### src/rtl/gol_vram_blitter_pkg.sv
// Shared types and constants for the Game-of-Life VRAM blitter.
// GOL_BLIT_PALETTE_INIT_EN adds the palette-load state and its colour table.
package gol_blit_pkg;

  typedef enum logic [2:0] {
    ST_IDLE,
`ifdef GOL_BLIT_PALETTE_INIT_EN
    ST_PAL,
`endif
    ST_WAIT_VS,
    ST_STREAM,
    ST_FLUSH
  } state_t;

  // Address bit 13 selects the target region on the text-mode slave
  localparam logic VRAM_SEL = 1'b0;
  localparam logic PAL_SEL  = 1'b1;

  typedef struct packed {
    logic       iv;
    logic [6:0] code;
    logic [3:0] fg;
    logic [3:0] bg;
  } glyph_half_t;

`ifdef GOL_BLIT_PALETTE_INIT_EN
  localparam int unsigned PAL_WORDS = 16;

  // 12-bit RGB in the low bits, CGA-like ordering
  localparam logic [15:0] GOL_PALETTE [PAL_WORDS] = '{
    16'h0000, 16'h000A, 16'h00A0, 16'h00AA,
    16'h0A00, 16'h0A0A, 16'h0A50, 16'h0AAA,
    16'h0555, 16'h055F, 16'h05F5, 16'h05FF,
    16'h0F55, 16'h0F5F, 16'h0FF5, 16'h0FFF
  };
`endif

  function automatic glyph_half_t make_half(
    input logic       alive,
    input logic [6:0] a_code,
    input logic [3:0] a_fg,
    input logic [3:0] a_bg,
    input logic [6:0] d_code,
    input logic [3:0] d_fg,
    input logic [3:0] d_bg
  );
    glyph_half_t h;
    h.iv   = 1'b0;
    h.code = alive ? a_code : d_code;
    h.fg   = alive ? a_fg   : d_fg;
    h.bg   = alive ? a_bg   : d_bg;
    return h;
  endfunction

endpackage

### src/rtl/gol_vram_blitter_if.sv
// Avalon-MM write-only master bus between the blitter and the text-mode VRAM.
interface gol_vram_blitter_if;
  logic [13:0] M_ADDR;
  logic        M_WRITE;
  logic [3:0]  M_BYTEEN;
  logic [31:0] M_WRITEDATA;
  logic        M_WAITREQUEST;

  modport master (
    output M_ADDR, M_WRITE, M_BYTEEN, M_WRITEDATA,
    input  M_WAITREQUEST
  );

  modport slave (
    input  M_ADDR, M_WRITE, M_BYTEEN, M_WRITEDATA,
    output M_WAITREQUEST
  );
endinterface

### src/rtl/gol_vram_blitter_vs_sync.sv
// Brings VGA vsync into the system clock domain and flags its falling edge.
module gol_vs_sync (
  input  logic clk,
  input  logic rst_n,
  input  logic vs_async,
  output logic vs_fall_c
);

  logic [1:0] sync;
  logic       vs_prev;

  always_ff @(posedge clk) begin
    if (!rst_n) begin
      sync    <= 2'b11;
      vs_prev <= 1'b1;
    end else begin
      sync    <= {sync[0], vs_async};
      vs_prev <= sync[1];
    end
  end

  assign vs_fall_c = vs_prev & ~sync[1];

endmodule

### src/rtl/gol_vram_blitter.sv
// Packs a Game-of-Life cell-pair stream into text VRAM words, one frame per START,
// aligned to VGA vsync. Define GOL_BLIT_PALETTE_INIT_EN to load the palette first.
module gol_vram_blitter
  import gol_blit_pkg::*;
#(
  parameter int unsigned COLS = 80,
  parameter int unsigned ROWS = 30
) (
  input  logic               CLK,
  input  logic               RESET,
  input  logic               START,
  input  logic [6:0]         ALIVE_CODE,
  input  logic [6:0]         DEAD_CODE,
  input  logic [3:0]         ALIVE_FG,
  input  logic [3:0]         ALIVE_BG,
  input  logic [3:0]         DEAD_FG,
  input  logic [3:0]         DEAD_BG,
  input  logic               CELL_VALID,
  output logic               CELL_READY,
  input  logic [1:0]         CELL_PAIR,
  input  logic               VS_ASYNC,
  gol_vram_blitter_if.master avm,
  output logic               BUSY,
  output logic               DONE,
  output logic [15:0]        FRAME_CNT
);

  localparam int unsigned WORDS = COLS * ROWS / 2;
  localparam int unsigned IDX_W = 13;
  localparam logic [IDX_W-1:0] LAST_IDX = IDX_W'(WORDS - 1);

  state_t           state;
  logic [IDX_W-1:0] idx;
  logic             m_write;
  logic [13:0]      m_addr;
  logic [3:0]       m_byteen;
  logic [31:0]      m_wdata;
  logic             vs_fall_c;
  logic             accept_c;
  logic             cell_hs_c;
  logic [31:0]      pair_word_c;
`ifdef GOL_BLIT_PALETTE_INIT_EN
  logic [4:0]       pal_cnt;
`endif

  gol_vs_sync u_vs_sync (
    .clk      (CLK),
    .rst_n    (RESET),
    .vs_async (VS_ASYNC),
    .vs_fall_c(vs_fall_c)
  );

  assign avm.M_WRITE     = m_write;
  assign avm.M_ADDR      = m_addr;
  assign avm.M_BYTEEN    = m_byteen;
  assign avm.M_WRITEDATA = m_wdata;

  // A new word may be loaded whenever the output register is empty or draining this cycle
  assign accept_c   = m_write & ~avm.M_WAITREQUEST;
  assign CELL_READY = (state == ST_STREAM) & (~m_write | ~avm.M_WAITREQUEST);
  assign cell_hs_c  = CELL_VALID & CELL_READY;

  assign pair_word_c = {
    make_half(CELL_PAIR[1], ALIVE_CODE, ALIVE_FG, ALIVE_BG, DEAD_CODE, DEAD_FG, DEAD_BG),
    make_half(CELL_PAIR[0], ALIVE_CODE, ALIVE_FG, ALIVE_BG, DEAD_CODE, DEAD_FG, DEAD_BG)
  };

  always_ff @(posedge CLK) begin
    if (!RESET) begin
      state     <= ST_IDLE;
      idx       <= '0;
      m_write   <= 1'b0;
      m_addr    <= '0;
      m_byteen  <= 4'b1111;
      m_wdata   <= '0;
      BUSY      <= 1'b0;
      DONE      <= 1'b0;
      FRAME_CNT <= '0;
`ifdef GOL_BLIT_PALETTE_INIT_EN
      pal_cnt   <= '0;
`endif
    end else begin
      DONE <= 1'b0;
      if (accept_c) m_write <= 1'b0;

      case (state)
        ST_IDLE: begin
          if (START) begin
`ifdef GOL_BLIT_PALETTE_INIT_EN
            state   <= ST_PAL;
            pal_cnt <= '0;
`else
            state   <= ST_WAIT_VS;
`endif
            BUSY <= 1'b1;
            idx  <= '0;
          end
        end

`ifdef GOL_BLIT_PALETTE_INIT_EN
        // Entry 2i+h goes to palette word i, half h
        ST_PAL: begin
          if (!m_write || accept_c) begin
            if (pal_cnt != 5'(PAL_WORDS)) begin
              m_write  <= 1'b1;
              m_addr   <= {PAL_SEL, 10'd0, pal_cnt[3:1]};
              m_byteen <= pal_cnt[0] ? 4'b1100 : 4'b0011;
              m_wdata  <= pal_cnt[0] ? {GOL_PALETTE[pal_cnt[3:0]], 16'h0000}
                                     : {16'h0000, GOL_PALETTE[pal_cnt[3:0]]};
              pal_cnt  <= pal_cnt + 5'd1;
            end else begin
              state <= ST_WAIT_VS;
            end
          end
        end
`endif

        ST_WAIT_VS: begin
          if (vs_fall_c) state <= ST_STREAM;
        end

        ST_STREAM: begin
          if (cell_hs_c) begin
            m_write  <= 1'b1;
            m_addr   <= {VRAM_SEL, idx};
            m_byteen <= 4'b1111;
            m_wdata  <= pair_word_c;
            idx      <= idx + 1'b1;
            if (idx == LAST_IDX) state <= ST_FLUSH;
          end
        end

        ST_FLUSH: begin
          if (accept_c) begin
            DONE      <= 1'b1;
            FRAME_CNT <= FRAME_CNT + 16'd1;
            BUSY      <= 1'b0;
            state     <= ST_IDLE;
          end
        end

        default: state <= ST_IDLE;
      endcase
    end
  end

endmodule

### src/flat_wrapper.sv
// flat-port wrapper written by rule: the top's interface ports become plain ports
module gol_vram_blitter_flat import gol_blit_pkg::*;
#(
  parameter int unsigned COLS = 80,
  parameter int unsigned ROWS = 30
)
  (CLK, RESET, START, ALIVE_CODE, DEAD_CODE, ALIVE_FG, ALIVE_BG, DEAD_FG, DEAD_BG, CELL_VALID, CELL_READY, CELL_PAIR, VS_ASYNC, BUSY, DONE, FRAME_CNT, avm_M_ADDR, avm_M_WRITE, avm_M_BYTEEN, avm_M_WRITEDATA, avm_M_WAITREQUEST);
  gol_vram_blitter_if avm_i ();
  input  logic CLK;
  input  logic RESET;
  input  logic START;
  input  logic [6:0] ALIVE_CODE;
  input  logic [6:0] DEAD_CODE;
  input  logic [3:0] ALIVE_FG;
  input  logic [3:0] ALIVE_BG;
  input  logic [3:0] DEAD_FG;
  input  logic [3:0] DEAD_BG;
  input  logic CELL_VALID;
  output logic CELL_READY;
  input  logic [1:0] CELL_PAIR;
  input  logic VS_ASYNC;
  output logic BUSY;
  output logic DONE;
  output logic [15:0] FRAME_CNT;
  output wire logic [$bits(avm_i.M_ADDR)-1:0] avm_M_ADDR;
  output wire logic [$bits(avm_i.M_WRITE)-1:0] avm_M_WRITE;
  output wire logic [$bits(avm_i.M_BYTEEN)-1:0] avm_M_BYTEEN;
  output wire logic [$bits(avm_i.M_WRITEDATA)-1:0] avm_M_WRITEDATA;
  input wire logic [$bits(avm_i.M_WAITREQUEST)-1:0] avm_M_WAITREQUEST;
  assign avm_M_ADDR = avm_i.M_ADDR;
  assign avm_M_WRITE = avm_i.M_WRITE;
  assign avm_M_BYTEEN = avm_i.M_BYTEEN;
  assign avm_M_WRITEDATA = avm_i.M_WRITEDATA;
  assign avm_i.M_WAITREQUEST = avm_M_WAITREQUEST;
  gol_vram_blitter #(.COLS(COLS), .ROWS(ROWS)) u_core (.CLK(CLK), .RESET(RESET), .START(START), .ALIVE_CODE(ALIVE_CODE), .DEAD_CODE(DEAD_CODE), .ALIVE_FG(ALIVE_FG), .ALIVE_BG(ALIVE_BG), .DEAD_FG(DEAD_FG), .DEAD_BG(DEAD_BG), .CELL_VALID(CELL_VALID), .CELL_READY(CELL_READY), .CELL_PAIR(CELL_PAIR), .VS_ASYNC(VS_ASYNC), .avm(avm_i), .BUSY(BUSY), .DONE(DONE), .FRAME_CNT(FRAME_CNT));
endmodule
### config.mk
export PLATFORM = sky130hd
export DESIGN_NAME = gol_vram_blitter_flat
export DESIGN_NICKNAME = d
export VERILOG_FILES = /design/src/rtl/gol_vram_blitter_pkg.sv /design/src/rtl/gol_vram_blitter_if.sv /design/src/rtl/gol_vram_blitter_vs_sync.sv /design/src/rtl/gol_vram_blitter.sv /design/src/flat_wrapper.sv
export SDC_FILE = /design/constraint.sdc
export NUM_CORES = 1
export LEC_CHECK = 0
export BUFFER_PORTS_ARGS = -buffer_cell sky130_fd_sc_hd__clkbuf_2
export CAP_MARGIN = 20
export CORE_MARGIN = 2
export CORE_UTILIZATION = 43
export CTS_CLUSTER_DIAMETER = 100
export DETAILED_ROUTE_END_ITERATION = 10
export PLACE_DENSITY = 0.74
export REMOVE_ABC_BUFFERS = 1
export SLEW_MARGIN = 20
export SYNTH_ARGS = -nofsm -noshare
export SYNTH_HDL_FRONTEND = slang
export SYNTH_SLANG_ARGS = --single-unit
### constraint.sdc
create_clock -name CLK -period 2.2 [get_ports CLK]
set_input_delay 0.33 -clock CLK [delete_from_list [all_inputs] [get_ports CLK]]
set_output_delay 0.33 -clock CLK [all_outputs]
set_load 0.01 [all_outputs]
==> flow_summary.ini <==
[sta]
fin_ws_ps = 131
hold_viol = 0
fmax_mhz = 483
min_period_over_period = 0.940
grt_setup_unrepaired = false
timing.hold.ws_ps = 186
worstMarginPinSlew_ps = 564
fin_crit_ps = 2070
final_max_slew_viol_count = 0
fin_skew_ps = 7.27
relSlewSlack = 0.624
setup_viol = 0

[cells_and_area]
finalNonFillerCells = 588
num-fill-cells = 727
diodes = 0
synthToLayoutAreaGrowth_pct = 22.7
nets = 525
final_core_util = 0.548
drive_above_1_share = 0.261

[floorplanning]
core_area_mm2 = 0.00777
initial_utilization = 0.447
die_y_um = 93.8
rows = 32
io_pins = 108
dieArea_mm2 = 0.00880
die_x_um = 93.8

[detailed_routing]
vias_per_cell = 4.94
ant_nets = 0
drt-initial-drc-count = 96
vias = 2905
wl_per_cell_um = 13.0
drc_errors = 0
wl_um = 7670
drt-pass1-iter-count = 4

[power]
combPwrFrac = 0.238
p_total_mw = 3.62
p_leak_nw = 1.80
peakVddDrop_v = 0.000359
swShare = 0.308
power_switching_mw = 1.11
seqPwrFrac = 0.467
p_per_area_mw_per_mm2 = 850
p_int_mw = 2.50
pwr-share-clk = 0.296

[synth]
synth.area.top_cells = dfxtp_1 46%, mux2i_1 9.8%, a211oi_1 6.5%
synth.largest_area_cell = dfxtp_1
ys_ff_latch = 80
netlist_instances = 386
ys_async_sr_fraction = 0
ys.warnings.count = 0
synth_top_area_frac = 0.462
yosysMostFrequentCell = dfxtp_1
synth_area_mm2 = 0.00347
synth-edff-count = 0
syn_area_per_cell_um2 = 8.99
seq_area_frac_synth = 0.462
synth_ff_type = dfxtp_1
yosys-top-cells-count = 80 x dfxtp_1, 60 x nor2_1, 40 x nand2_1
synth_cell_types = 37

[critical_path]
cp-startpoint = u_core.state[1]$_SDFFE_PN0P_
cp-end-kind = register
rr_startpoint = u_core.state[1]$_SDFFE_PN0P_
critical_path.max_stage_delay_ps = 680
worstSetupPathType = register to register
crit_path_start_kind = register
cp.required_ps = 2470
worstPathArrival_ps = 2340
path_max_fanout = 7
crit_chain = ha_1, nand4b_2, or4_1, or3_1, a21oi_1
slowest_stage = or4_1

[placed_design]
io_buffers = 100
dpl.cell_count = 572
place_ws_ps = 143
dp_hpwl_um = 5480
gp_congestion = 0.776

[global_routing]
grt_pass1_vias = 2881
grt_pass1_wl_um = 12800
grt_start_max_net_pins = 74
antenna_found_initial = 0
grt.total_usage = 0.181
grt_overflow = 0

[status]
status = finished, final reports clean

[clocking]
cts_setup_buffers = 0
post_cts_resized = 0
clkTransAtPathRegs_ps = 80
hold_buffers = 0
clk_latency_ps = 340
cts.path.max_buffers = 2
htree_levels = 3
cts-root-buf = clkbuf_8
cts_tree = built
cts_sinks = 80
cts_buffers = 9

[hold_path]
worstHoldStart = VS_ASYNC
hp-class = input port to register

[job]
drv_cap = 0
==> metrics by stage <==
step	area [um2]	TNS [ps]
6_report	4260	0
5_1_grt	4260	0
4_1_cts	4260	0
3_5_place_dp	4060	0
3_3_place_gp	4060	0
2_1_floorplan	3350	-69800
==> path summary, 6_finish.rpt <==
path | end | slack, ps | cells after the start
worst max register to register | u_core.FRAME_CNT[9]$_SDFFE_PN0P_ | 130 | 5
worst max-delay path | u_core.FRAME_CNT[9]$_SDFFE_PN0P_ | 130 | 5
worst min-delay path | u_core.u_vs_sync.sync[0]$_SDFF_PN1_ | 190 | 2
worst min register to register | u_core.u_vs_sync.sync[1]$_SDFF_PN1_ | 420 | 1
==> area by class of cell <==
cell class              instances  area [um2]  area share
clock inverters                 5        56.3      0.0132
clock buffers                  11         141      0.0332
flip-flops and latches         80        1600       0.376
multi-input cells             277        1740       0.409
repair buffers                107         566       0.133
inverters                       6        22.5     0.00529
well taps                     102         128      0.0300
==> layout by cell type (no fill, tap or decap), types with 3 or more instances in the layout <==
| master | synthesis | final |
|---|---|---|
| o21ai_0 | 4 | 4 |
| buf_4 | 7 | 6 |
| xor2_1 | 15 | 15 |
| dfxtp_1 | 80 | 80 |
| and2_1 | 5 | 5 |
| a21oi_1 | 19 | 18 |
| a211oi_1 | 30 | 30 |
| or3_1 | 3 | 3 |
| xnor2_1 | 9 | 9 |
| clkbuf_2 | 0 | 100 |
| nand3_1 | 12 | 12 |
| inv_1 | 5 | 5 |
| clkbuf_8 | 0 | 10 |
| nor2_1 | 60 | 60 |
| ha_1 | 6 | 6 |
| nand4_1 | 7 | 7 |
| conb_1 | 2 | 7 |
| nand2b_1 | 7 | 7 |
| mux2i_1 | 34 | 34 |
| nand2_1 | 40 | 40 |
==> critical path, delay by kind of cell (launching register included) <==
family | cells | cell delay (ps)
compound gates | 1 | 150
flops | 1 | 380
fa+ha+maj | 1 | 240
simple gates | 3 | 1220
==> power by group through the flow <==
| stage | sequential (mW) | combinational [mW] | clock [mW] |
|---|---|---|---|
| finish | 1.69 | 0.860 | 1.07 |
| global route | 1.71 | 0.975 | 1.16 |
| CTS | 1.69 | 0.868 | 1.11 |
| detailed placement | 1.72 | 0.865 | 0 |
| global placement | 1.72 | 0.834 | 0 |
| floorplan | 1.76 | 0.495 | 0 |
==> logic make-up (layout without fill, tap and decap cells) <==
logic type,Yosys count,after routing,share of synthesized area
simple gates,147,147,0.197
flops,80,80,0.462
compound gates,59,59,0.114
mux,34,34,0.0981
buf+inv,34,129,0.0451
xor+xnor,24,24,0.0606
fa+ha+maj,6,6,0.0216
other cells,2,7,0.00217
==> flip-flops by register name, indices dropped and copies added, names as in the netlist <==
name / count
u_core.BUSY: 1
u_core.DONE: 1
u_core.FRAME_CNT: 16
u_core.avm.M_ADDR: 13
u_core.avm.M_WRITE: 1
u_core.avm.M_WRITEDATA: 30
u_core.idx: 13
u_core.state: 2
u_core.u_vs_sync.sync: 2
u_core.u_vs_sync.vs_prev: 1
==> routing by layer <==
layer,up-vias,part of all wire,track usage
li1,1510,-,-
met1,1304,0.46,0.224
met2,82,0.47,0.303
met3,9,0.059,0.0401
met4,0,0.015,0.0773
met5,-,0,0
(Power assumes the default switching activity.)
